## src/rtl/mips32_prog_loader_pkg.sv

```systemverilog
// Shared definitions for the MIPS32 program loader: frame header value,
// loader FSM state encoding and the running checksum step.
package mips32_prog_loader_pkg;

  localparam logic [7:0] HDR_DEFAULT = 8'hA5;

  // Seven live states plus two spare codes that recover to IDLE
  typedef enum logic [3:0] {
    ST_IDLE,
    ST_ADDR_H,
    ST_ADDR_L,
    ST_CNT_H,
    ST_CNT_L,
    ST_DATA,
    ST_CSUM,
    ST_SPARE0,
    ST_SPARE1
  } state_t;

  // Checksum is a plain XOR fold of every byte between header and CSUM
  function automatic logic [7:0] csum_next(input logic [7:0] acc,
                                           input logic [7:0] b);
    return acc ^ b;
  endfunction

endpackage

```

## src/rtl/mips32_word_asm.sv

```systemverilog
// Assembles four big-endian bytes into a 32-bit word. The word is presented
// combinationally together with word_done on the handshake of its last byte,
// so the caller can register the write in the same edge.
module mips32_word_asm
  import mips32_prog_loader_pkg::*;
(
  input  logic        clk1,
  input  logic        rst,
  input  logic        clr,
  input  logic        byte_en,
  input  logic [7:0]  byte_in,
  output logic        word_done,
  output logic [31:0] word
);

  logic [1:0]  byte_cnt;
  logic [23:0] shreg;

  assign word_done = byte_en && (byte_cnt == 2'd3);
  assign word      = {shreg, byte_in};

  // Count bytes within the word and shift earlier bytes toward the MSB end
  always_ff @(posedge clk1) begin
    if (rst || clr) begin
      byte_cnt <= 2'd0;
      shreg    <= 24'h0;
    end else if (byte_en) begin
      byte_cnt <= byte_cnt + 2'd1;
      shreg    <= {shreg[15:0], byte_in};
    end
  end

endmodule

```

## src/rtl/mips32_prog_loader.sv

```systemverilog
// Byte-stream program loader: parses HDR/ADDR/CNT/DATA/CSUM frames, writes
// words into the core's unified memory and releases the core with a start PC
// once a frame's checksum matches.
module mips32_prog_loader
  import mips32_prog_loader_pkg::*;
#(
  parameter int          ADDR_W = 10,
  parameter logic [7:0]  HDR    = HDR_DEFAULT
) (
  input  logic              clk1,
  input  logic              rst,
  input  logic [7:0]        rx_data,
  input  logic              rx_valid,
  output logic              rx_ready,
  output logic              mem_we,
  output logic [ADDR_W-1:0] mem_addr,
  output logic [31:0]       mem_wdata,
  output logic              cpu_hold,
  output logic              cpu_start,
  output logic [31:0]       start_pc,
  output logic              busy,
  output logic              err
);

  state_t            state;
  logic [7:0]        acc;
  logic [7:0]        addr_hi;
  logic [7:0]        cnt_hi;
  logic [ADDR_W-1:0] addr;
  logic [15:0]       wcnt;
  logic [15:0]       addr_full;
  logic [15:0]       cnt_full;
  logic              accept;
  logic              asm_en;
  logic              asm_clr;
  logic              word_done;
  logic [31:0]       word;

  // The loader never stalls the stream; only reset blocks acceptance
  assign rx_ready  = !rst;
  assign accept    = rx_valid && rx_ready;
  assign addr_full = {addr_hi, rx_data};
  assign cnt_full  = {cnt_hi, rx_data};
  assign asm_en    = accept && (state == ST_DATA);
  assign asm_clr   = accept && (state == ST_IDLE) && (rx_data == HDR);

  mips32_word_asm u_word_asm (
    .clk1      (clk1),
    .rst       (rst),
    .clr       (asm_clr),
    .byte_en   (asm_en),
    .byte_in   (rx_data),
    .word_done (word_done),
    .word      (word)
  );

  // Frame parser: every transition is driven by an accepted byte
  always_ff @(posedge clk1) begin
    if (rst) begin
      state     <= ST_IDLE;
      acc       <= 8'h0;
      addr_hi   <= 8'h0;
      cnt_hi    <= 8'h0;
      addr      <= '0;
      wcnt      <= 16'h0;
      mem_we    <= 1'b0;
      mem_addr  <= '0;
      mem_wdata <= 32'h0;
      cpu_hold  <= 1'b1;
      cpu_start <= 1'b0;
      start_pc  <= 32'h0;
      busy      <= 1'b0;
      err       <= 1'b0;
    end else begin
      mem_we    <= 1'b0;
      cpu_start <= 1'b0;
      if (accept) begin
        case (state)
          ST_IDLE: begin
            if (rx_data == HDR) begin
              cpu_hold <= 1'b1;
              err      <= 1'b0;
              busy     <= 1'b1;
              acc      <= 8'h0;
              state    <= ST_ADDR_H;
            end
          end
          ST_ADDR_H: begin
            acc     <= csum_next(acc, rx_data);
            addr_hi <= rx_data;
            state   <= ST_ADDR_L;
          end
          ST_ADDR_L: begin
            acc      <= csum_next(acc, rx_data);
            addr     <= ADDR_W'(addr_full);
            start_pc <= {16'h0, addr_full};
            state    <= ST_CNT_H;
          end
          ST_CNT_H: begin
            acc    <= csum_next(acc, rx_data);
            cnt_hi <= rx_data;
            state  <= ST_CNT_L;
          end
          ST_CNT_L: begin
            acc   <= csum_next(acc, rx_data);
            wcnt  <= cnt_full;
            state <= (cnt_full == 16'h0) ? ST_CSUM : ST_DATA;
          end
          ST_DATA: begin
            acc <= csum_next(acc, rx_data);
            if (word_done) begin
              mem_we    <= 1'b1;
              mem_addr  <= addr;
              mem_wdata <= word;
              addr      <= addr + 1'b1;
              wcnt      <= wcnt - 16'd1;
              if (wcnt == 16'd1) state <= ST_CSUM;
            end
          end
          ST_CSUM: begin
            busy  <= 1'b0;
            state <= ST_IDLE;
            if (rx_data == acc) begin
              cpu_start <= 1'b1;
              cpu_hold  <= 1'b0;
            end else begin
              err <= 1'b1;
            end
          end
          default: state <= ST_IDLE;
        endcase
      end
    end
  end

endmodule

```

## config.mk

```make
export PLATFORM = sky130hd
export DESIGN_NAME = mips32_prog_loader
export DESIGN_NICKNAME = d
export VERILOG_FILES = /design/src/rtl/mips32_prog_loader_pkg.sv /design/src/rtl/mips32_word_asm.sv /design/src/rtl/mips32_prog_loader.sv
export SDC_FILE = /design/constraint.sdc
export NUM_CORES = 1
export LEC_CHECK = 0
export CAP_MARGIN = 25
export CORE_MARGIN = 4
export CORE_UTILIZATION = 61
export DETAILED_ROUTE_END_ITERATION = 10
export DONT_BUFFER_PORTS = 1
export GPL_TIMING_DRIVEN = 0
export HOLD_SLACK_MARGIN = 0.06
export PLACE_DENSITY = 0.89
export SKIP_CTS_REPAIR_TIMING = 1
export SLEW_MARGIN = 20
export SYNTH_ARGS = -nofsm -noshare
export SYNTH_HDL_FRONTEND = slang
export SYNTH_SLANG_ARGS = --single-unit
```

## constraint.sdc

```tcl
create_clock -name clk1 -period 3.2 [get_ports clk1]
set_clock_uncertainty 0.2 [all_clocks]
set_input_delay 0.48 -clock clk1 [delete_from_list [all_inputs] [get_ports clk1]]
set_output_delay 0.48 -clock clk1 [all_outputs]
set_load 0.01 [all_outputs]
```

## Word level (Yosys, flattened, before mapping)

Cells that the tools add are included.
W data, S select, Z words.

| cells by class | value |
|---|---|
| equal/unequal tests | 15 |
| reduce and logical (&&, ||, !) cells | 27 |
| div/mod/pow operators | 0 |
| bitwise operators | 4 |
| $mul | 0 |
| mux-type cells | 20 |
| add/subtract/negate cells | 3 |
| shift-type cells | 0 |
| $lt $le $gt $ge | 0 |

Operator list:

| cell | number |
|---|---|
| $pmux W16 S2 | 1 |
| $pmux W4 S6 | 1 |
| $pmux W10 S2 | 1 |
| $eq A16 B1 Y1 const B | 1 |
| $logic_not A16 Y1 | 1 |
| $mux W16 | 1 |
| $pmux W8 S2 | 1 |
| $sub A16 B1 Y16 const B | 1 |
| $reduce_and A3 Y1 | 5 |
| $eq A4 B3 Y1 const B | 3 |
| $mux W4 | 3 |
| $reduce_and A4 Y1 | 3 |
| $add A10 B1 Y10 const B | 1 |
| $mux W10 | 1 |
| $eq A4 B2 Y1 const B | 2 |
| $eq A8 B8 Y1 | 1 |
| $eq A8 B8 Y1 const B | 1 |
| $mux W8 | 1 |
| $reduce_bool A2 Y1 | 4 |
| $xor A8 B8 Y8 | 1 |
| $mux W1 | 6 |
| $ne A2 B1 Y1 const B | 3 |
| $pmux W1 S2 | 3 |
| $reduce_and A2 Y1 | 3 |
| other kinds (12) | 20 |

| word-level totals | value |
|---|---|
| register bits after elaboration | 143 |
| bits in writable memories | 0 |
| memories | 0 |
| output and inout port bits | 80 |
| word-level logic and storage cells | 85 |
| memory bits (read-only) | 0 |
| latch bits | 0 |

## Longest topological paths before layout

Gate-level depths: netlist of run 1.

| depth | value |
|---|---|
| depth after elaboration | 6 |
| gate-level depth with buffers | 7 |

## Hierarchy

A second synthesis of run 1 with hierarchy kept.

| second synthesis, totals | value |
|---|---|
| cells, all modules | 760 |
| area, all modules | 6322.3 um2 |

By module, submodules not included:

| module | cells an instance | instances | area each (um2) |
|---|---|---|---|
| mips32_prog_loader | 665 | 1 | 5282.6 |
| mips32_word_asm | 95 | 1 | 1039.7 |

## Worst setup path after synthesis of run 1

OpenSTA, ideal clock, no wires.

| path | value |
|---|---|
| path kind | input port to flip-flop |
| start | input rx_data[3] |
| end | register acc[0] |
| slack | 1080 ps |
| data arrival time | 1789 ps |
| cell stages on the path | 5 |
| required time | 2869 ps |
| cell sequence | buf_2 or4_1 o21a_1 o311ai_1 o31ai_1 |

| between the ends | value |
|---|---|
| cells in the longest elaborated chain, start to end | 3 |

Ends and longest elaborated chain:

| what | line | RTL |
|---|---|---|
| start: declaration | mips32_prog_loader.sv:12 | `input logic [7:0] rx_data,` |
| $eq A8 B8 Y1 | mips32_prog_loader.sv:80 | `if (rx_data == HDR) begin` |
| $ne A2 B1 Y1 (no line) | -- |  |
| $reduce_and A3 Y1 (no line) | -- |  |
| end signal: assignment | mips32_prog_loader.sv:89 | `acc <= csum_next(acc, rx_data);` |
| end signal: assignment | mips32_prog_loader.sv:94 | `acc <= csum_next(acc, rx_data);` |
| end signal: assignment | mips32_prog_loader.sv:100 | `acc <= csum_next(acc, rx_data);` |
| end: declaration | mips32_prog_loader.sv:26 | `logic [7:0] acc;` |

No other way between the ends.
A chain may end at the register's enable or synchronous reset.

## Final worst setup path of run 1

| path | value |
|---|---|
| start | register state[2] |
| end | register wcnt[7] |

| between the ends | value |
|---|---|
| cells in the longest elaborated chain, start to end | 5 |

Ends and longest elaborated chain:

| what | line | RTL |
|---|---|---|
| start: declaration | mips32_prog_loader.sv:25 | `state_t state;` |
| start signal: assignment | mips32_prog_loader.sv:107 | `state <= (cnt_full == 16'h0) ? ST_CSUM : ST_DATA;` |
| $eq A4 B3 Y1 | mips32_prog_loader.sv:44, mips32_prog_loader.sv:78 |  |
| $logic_and A1 B1 Y1 | mips32_prog_loader.sv:44 | `assign asm_en = accept && (state == ST_DATA);` |
| $logic_and A1 B1 Y1 | mips32_word_asm.sv:19 | `assign word_done = byte_en && (byte_cnt == 2'd3);` |
| $ne A2 B1 Y1 (no line) | -- |  |
| $reduce_and A3 Y1 (no line) | -- |  |
| end signal: assignment | mips32_prog_loader.sv:106 | `wcnt <= cnt_full;` |
| end signal: assignment | mips32_prog_loader.sv:116 | `wcnt <= wcnt - 16'd1;` |
| end: declaration | mips32_prog_loader.sv:30 | `logic [15:0] wcnt;` |

Parallel ways exist; a longest one is shown, timed or not.

==> run summary, run 1 <==
Worst setup path start: state[2]$_SDFFE_PP0P_
Crit-path slowest cell: buf_1
Asr flop ratio synth: 0%
Synth-to-layout area growth: 13.0%
Num CTS Buffers: 17
Clock transition at the registers of the reported paths: 0.07 ns
Pre-CTS WS: 0.772 ns
RSZ-0062 raised after global routing: false
Synth cell types: 74
GRT Util Overall: 30.0%
Worst path max stage delay: 0.48 ns
Via count: 6048
Wire per inst: 18.7 um
Worst setup SP type: register
Initial Util: 63.0%
Area after DPL: 6410 sq um
DP Wirelength: 11.7 mm
Max Cap Violations: 0
Wire length on met2: 8.21 mm
Synth Area in XOR/XNOR: 1.27%
Post-layout util: 71.2%
Cell Pwr Density: 545 nW/um^2
Top FF cell, synth: dfxtp_1
Ant diodes: 0
Hold Vio Cnt, Final: 0
Fill cells: 723
Clk_lat worst skew: 0.54 ns
Minimum clock period: 2.32 ns
Post-DR vias/cell: 6.35
PortBufs: 0
Max Slew Vio Count: 0
Crit Path Max Fanout: 10
IO Pins: 91
ANT nets after route: 0
GRT overflow: 0
Arr. time, crit path: 2.57 ns
Main combinational cell family by area after synthesis: simple AND/OR/NAND/NOR gates
EDFF count, synth: 0
Final setup vio count: 0
Slew Limit Headroom: 42.4%
Worst-Margin Slew: 0.855 ns
CP Capture Type: register
Sequential fraction of the synthesis area: 45.9%
Maximum clock insertion buffer count: 2
Syn. warnings: 0
# clock sinks: 142
Core outline area: 9820 sq um
Mapped Area: 6190 sq um
First-pass GRT wire length: 27.7 mm
Metal3 WL: 2.05 mm
Drc violations: 0
Leak pwr: 2.56 nW
Most frequent cells in the layout: nand2_1, dfxtp_1, a21oi_1, nor2_1
Vias in the first global route: 5734
Critical Path Most Common Cell: buf_2
Yosys reg bits: 142
Outcome: finished, final reports clean
Worst Path Required: 3.45 ns
CTS tree: built
Mux share of post-synthesis cell area: 1.46%
Hold/Removal Path Class: primary input to register
Chip width: 109 um
Synth Area in Adders: 0.809%
Die ar.: 11800 sq um
H-tree depth: 4
Post-layout nets: 821
Synth Area in Compound Gates: 20.0%
Initial antenna violation count: 0
GPL Wtd Cong: 0.910
Hold wc startpoint: rx_valid
First-pass iteration count of the detailed router: 5
Synth Instances: 771
Final Cycle Share: 72.6%
Setup Crit Path Kind: register to register
Die height: 109 um
CTS Root Cell: clkbuf_8
Worst vdd ir: 0.000493 V
Simple-gate share of the synthesized area: 23.3%
Critical-path cell list: buf_2, and3b_1, buf_2, buf_1, o32ai_1, a211oi_1
Most common cell after layout, fill and taps aside: nand2_1
Largest net degree at the start of global routing: 17
Drt total wl: 17.8 mm
Share of layout cells above drive strength 1: 10.3%
Syn_area_per_cell: 8.02 sq um
Finished layout cell area: 6990 sq um
TNS Setup: 0 ns
DR top layer: met4
Worst r2r src: state[2]$_SDFFE_PP0P_
Fmax: 430 MHz
Final setup margin: 0.877 ns
M1 wire length: 6.77 mm
# rows: 36
1st-iter DRT viols: 671
==> power breakdown <==
group	switching, W	internal (W)	leakage, nW	total [W]
sequential	0.000000481	0.00177	1.14	0.00177
clock	0.000841	0.00108	0.270	0.00192
combinational	0.0000889	0.0000326	1.15	0.000121
total	0.000931	0.00288	2.56	0.00381
==> state kept, by name (all words and copies together) (netlist names), 2 cells and up <==
register             cells
addr                    10
u_word_asm.byte_cnt      2
addr_hi                  8
start_pc                16
state                    3
acc                      8
mem_addr                10
wcnt                    16
mem_wdata               32
cnt_hi                   8
u_word_asm.shreg        24
==> cell usage after synthesis, types with 2 or more instances <==
master	count	area share (%)
nand2_1	184	11
dfxtp_1	142	46
a21oi_1	93	7.5
nor2_1	41	2.5
clkbuf_1	33	2.0
o21ai_0	33	2.7
nand3_1	23	1.9
buf_4	19	2.3
buf_2	18	1.5
nor3_1	16	1.3
inv_1	14	0.85
o31ai_1	13	1.6
a211oi_1	10	1.2
mux2i_1	9	1.5
nor4_1	9	0.91
o211ai_1	9	1.1
o311ai_1	8	1.1
xor2_1	8	1.1
or3_1	6	0.61
nand4_1	5	0.51
ha_1	4	0.81
nor3b_1	4	0.49
a21o_1	3	0.36
buf_1	3	0.18
nand2b_1	3	0.30
nor2b_1	3	0.30
or4_1	3	0.36
a211o_1	2	0.28
a41o_1	2	0.32
and2_1	2	0.20
nand3b_1	2	0.24
o21ai_1	2	0.16
o22ai_1	2	0.20
o32ai_1	2	0.28
or4_4	2	0.36
==> path summary, 6_finish.rpt <==
path	endpoint	slack [ns]	depth (start not counted)
hold reg to reg	start_pc[10]$_SDFFE_PP0P_	0.25	2
hold / removal	err$_SDFFE_PP0P_	0.05	3
setup reg to reg	wcnt[7]$_SDFFE_PP0P_	0.88	6
setup / recovery	wcnt[7]$_SDFFE_PP0P_	0.88	6
==> per-layer routing <==
layer,up-vias,track usage (%)
met5,-,0
met4,0,17.4
met3,112,9.47
met2,415,48.1
met1,2784,35.5
li1,2737,-
==> cells by family (layout without fill, tap and decap cells) <==
| kind of cell | Yosys count | in the layout |
|---|---|---|
| compound gates | 198 | 198 |
| xor+xnor | 9 | 9 |
| fa+ha+maj | 4 | 4 |
| buf+inv | 90 | 123 |
| flops | 142 | 142 |
| mux | 9 | 9 |
| other cells | 1 | 16 |
| simple gates | 318 | 318 |
==> worst max-delay path, delay by kind of cell (launching register included) <==
kind	cells	cell delay [ns]
simple gates	1	0.21
buf+inv	3	0.97
flops	1	0.39
compound gates	2	0.46
==> through the flow <==
stage                     power (W)  std cells  hold WS (ns)
after global routing        0.00389        952        0.0727
after CTS                   0.00380        951       -0.0266
after global placement      0.00192        919         0.237
final                       0.00381        952        0.0544
after detailed placement    0.00192        919         0.235
after floorplan             0.00189        786         0.215
==> layout make-up <==
class | instances | area (sq um) | share of cell area (%)
buffer | 74 | 379 | 5.42
clock buffer | 18 | 428 | 6.12
clock inverter | 14 | 144 | 2.06
inverter | 16 | 60.1 | 0.859
multi-input combinational | 554 | 2960 | 42.4
sequential | 142 | 2840 | 40.7
tap | 133 | 166 | 2.38
timing repair buffer | 1 | 10.0 | 0.143
Note: power is estimated with default switching activity, not from simulation.
==> inputs of run 2 (changes only) <==
- CORE_UTILIZATION: 61 -> 57
- PLACE_DENSITY: 0.89 -> 0.87
- clock period: 3.2 -> 2 ns (I/O delays scaled with it)
==> run 2 against run 1 <==
- the run now ends with negative setup slack left
- wire length is 0.96% lower
- flip-flop and latch count stayed put
- via count is 0.73% lower
- combinational power is 75% higher
- hold slack worse by 0.041 ns
- clock-buffer cell count is 3 higher
- clock power is 62% higher
- final area is 3.8% higher
- sequential power is 60% higher
- first-iteration DRC count is 13% higher
==> run summary, run 2 (synthesis results as in run 1) <==
CP Capture Type: register
Clk_lat worst skew: 0.54 ns (about the same)
CTS tree: built
# rows: 37 (+2.8%)
ANT nets after route: 0 (unchanged)
Worst Path Required: 2.24 ns (-1.21 ns)
Via count: 6004 (-0.73%)
Vias in the first global route: 5560 (-3.0%)
Core outline area: 10500 sq um (+6.5%)
GPL Wtd Cong: 0.918 (+0.87%)
Largest regs: mem_wdata: 32 flops, u_word_asm.shreg: 24 flops
Worst vdd ir: 0.000931 V (+89%)
Worst-Margin Slew: 0.759 ns (-0.0961 ns)
IO Pins: 91 (unchanged)
CTS Root Cell: clkbuf_8
Die ar.: 12600 sq um (+6.5%)
Clock transition at the registers of the reported paths: 0.06 ns (about the same)
Initial antenna violation count: 0 (unchanged)
Final setup margin: -0.0214 ns (-0.898 ns)
Crit-path slowest cell: or4bb_4
Drt total wl: 17.7 mm (-0.96%)
RSZ-0062 raised after global routing: true
Hold Vio Cnt, Final: 0 (unchanged)
Num CTS Buffers: 17 (unchanged)
Post-layout nets: 832 (+1.3%)
Fmax: 495 MHz (+15%)
Max Cap Violations: 0 (unchanged)
Most frequent cells in the layout: nand2_1, dfxtp_1, a21oi_1, nor2_1, o21ai_0
Setup Crit Path Kind: register to register
Max Slew Vio Count: 0 (unchanged)
Die height: 112 um (+3.2%)
Drc violations: 0 (unchanged)
First-pass iteration count of the detailed router: 6 (+1)
Worst path max stage delay: 0.55 ns (+0.07 ns)
Most common cell after layout, fill and taps aside: nand2_1
Arr. time, crit path: 2.26 ns (-0.31 ns)
Final setup vio count: 1 (+1)
Leak pwr: 2.67 nW (+4.3%)
First-pass GRT wire length: 27.0 mm (-2.6%)
DP Wirelength: 11.8 mm (+0.96%)
Final Cycle Share: 101% (+28 points)
Share of layout cells above drive strength 1: 13.7% (+3.5 points)
Hold/Removal Path Class: primary input to register
Slew Limit Headroom: 49.4% (+7.0 points)
WHS: 0.0138 ns (-0.0405 ns)
Initial Util: 59.1% (-3.9 points)
Crit Path Max Fanout: 3 (-7)
Post-DR vias/cell: 6.22 (-2.2%)
Critical-path cell list: ha_4, or4bb_4, nor4_4, o21ai_2, o32ai_2
Total power: 0.00615 W (+61%)
Cell Pwr Density: 847 nW/um^2 (+55%)
Top reg by flops: mem_wdata
PortBufs: 0 (unchanged)
Failing checks: negative setup slack
Chip width: 112 um (+3.2%)
GRT Util Overall: 26.4% (-3.6 points)
Largest net degree at the start of global routing: 17 (unchanged)
Minimum clock period: 2.02 ns (-0.302 ns)
Synth-to-layout area growth: 17.3%
Ant diodes: 0 (unchanged)
Post-layout util: 69.4% (-1.8 points)
H-tree depth: 4 (unchanged)
Max reg flops: 32 (unchanged)
1st-iter DRT viols: 759 (+13%)
Outcome: finished with violations
# clock sinks: 142 (unchanged)
Maximum clock insertion buffer count: 2 (unchanged)
Wire per inst: 18.3 um (-2.4%)
Worst setup SP type: register
GRT overflow: 0 (unchanged)
[run 2: layout make-up]
class,instances,area (sq um)
Clock buffer,21,449
Multi-Input combinational cell,554,3040
Sequential cell,142,2850
Tap cell,136,170
Clock inverter,11,133
Timing Repair Buffer,15,138
Fill cell,753,3200
Buffer,71,412
Inverter,16,65.1
[run 2: worst paths after layout]
kind | startpoint | end | slack, ns | cells after the start
hold reg to reg | addr_hi[5]$_SDFFE_PP0P_ | start_pc[13]$_SDFFE_PP0P_ | 0.25 | 2
hold / removal | rx_data[1] | busy$_SDFFE_PP0P_ | 0.01 | 4
setup reg to reg | u_word_asm.byte_cnt[0]$_SDFFE_PP0P_ | state[1]$_SDFFE_PP0P_ | -0.02 | 5
setup / recovery | u_word_asm.byte_cnt[0]$_SDFFE_PP0P_ | state[1]$_SDFFE_PP0P_ | -0.02 | 5
[run 2: through the flow]
step | TNS [ns] | setup slack [ns] | cell area, sq um | cells
CTS | -8.53 | -0.180 | 7000 | 954
floorplan | 0 | 0.0604 | 6240 | 786
finish | -0.0214 | -0.0214 | 7260 | 966
detailed placement | -11.27 | -0.256 | 6410 | 922
global route | -0.269 | -0.0570 | 7260 | 966
global placement | -8.25 | -0.143 | 6410 | 922
[run 2: critical path: cells and delay by family (launching register included)]
family | cells | cell delay (ns)
AO/OA/AOI/OAI | 2 | 0.38
adder cells (fa/ha/maj) | 1 | 0.16
flip-flops | 1 | 0.36
AND/OR/NAND/NOR | 2 | 0.83
[run 2: report_power, final]
group          leakage (nW)  internal (W)  switching, W
registers              1.15       0.00283   0.000000749
logic                  1.24     0.0000640      0.000148
clock network         0.280       0.00186       0.00125
total                  2.67       0.00475       0.00140
[run 2: routing by layer]
metal | up-vias | share of wire [%] | global-route usage (%)
li1 | 2752 | - | -
met1 | 2775 | 39 | 33.1
met2 | 414 | 46 | 41.6
met3 | 63 | 12 | 8.46
met4 | 0 | 3.7 | 12.1
met5 | - | 0 | 0
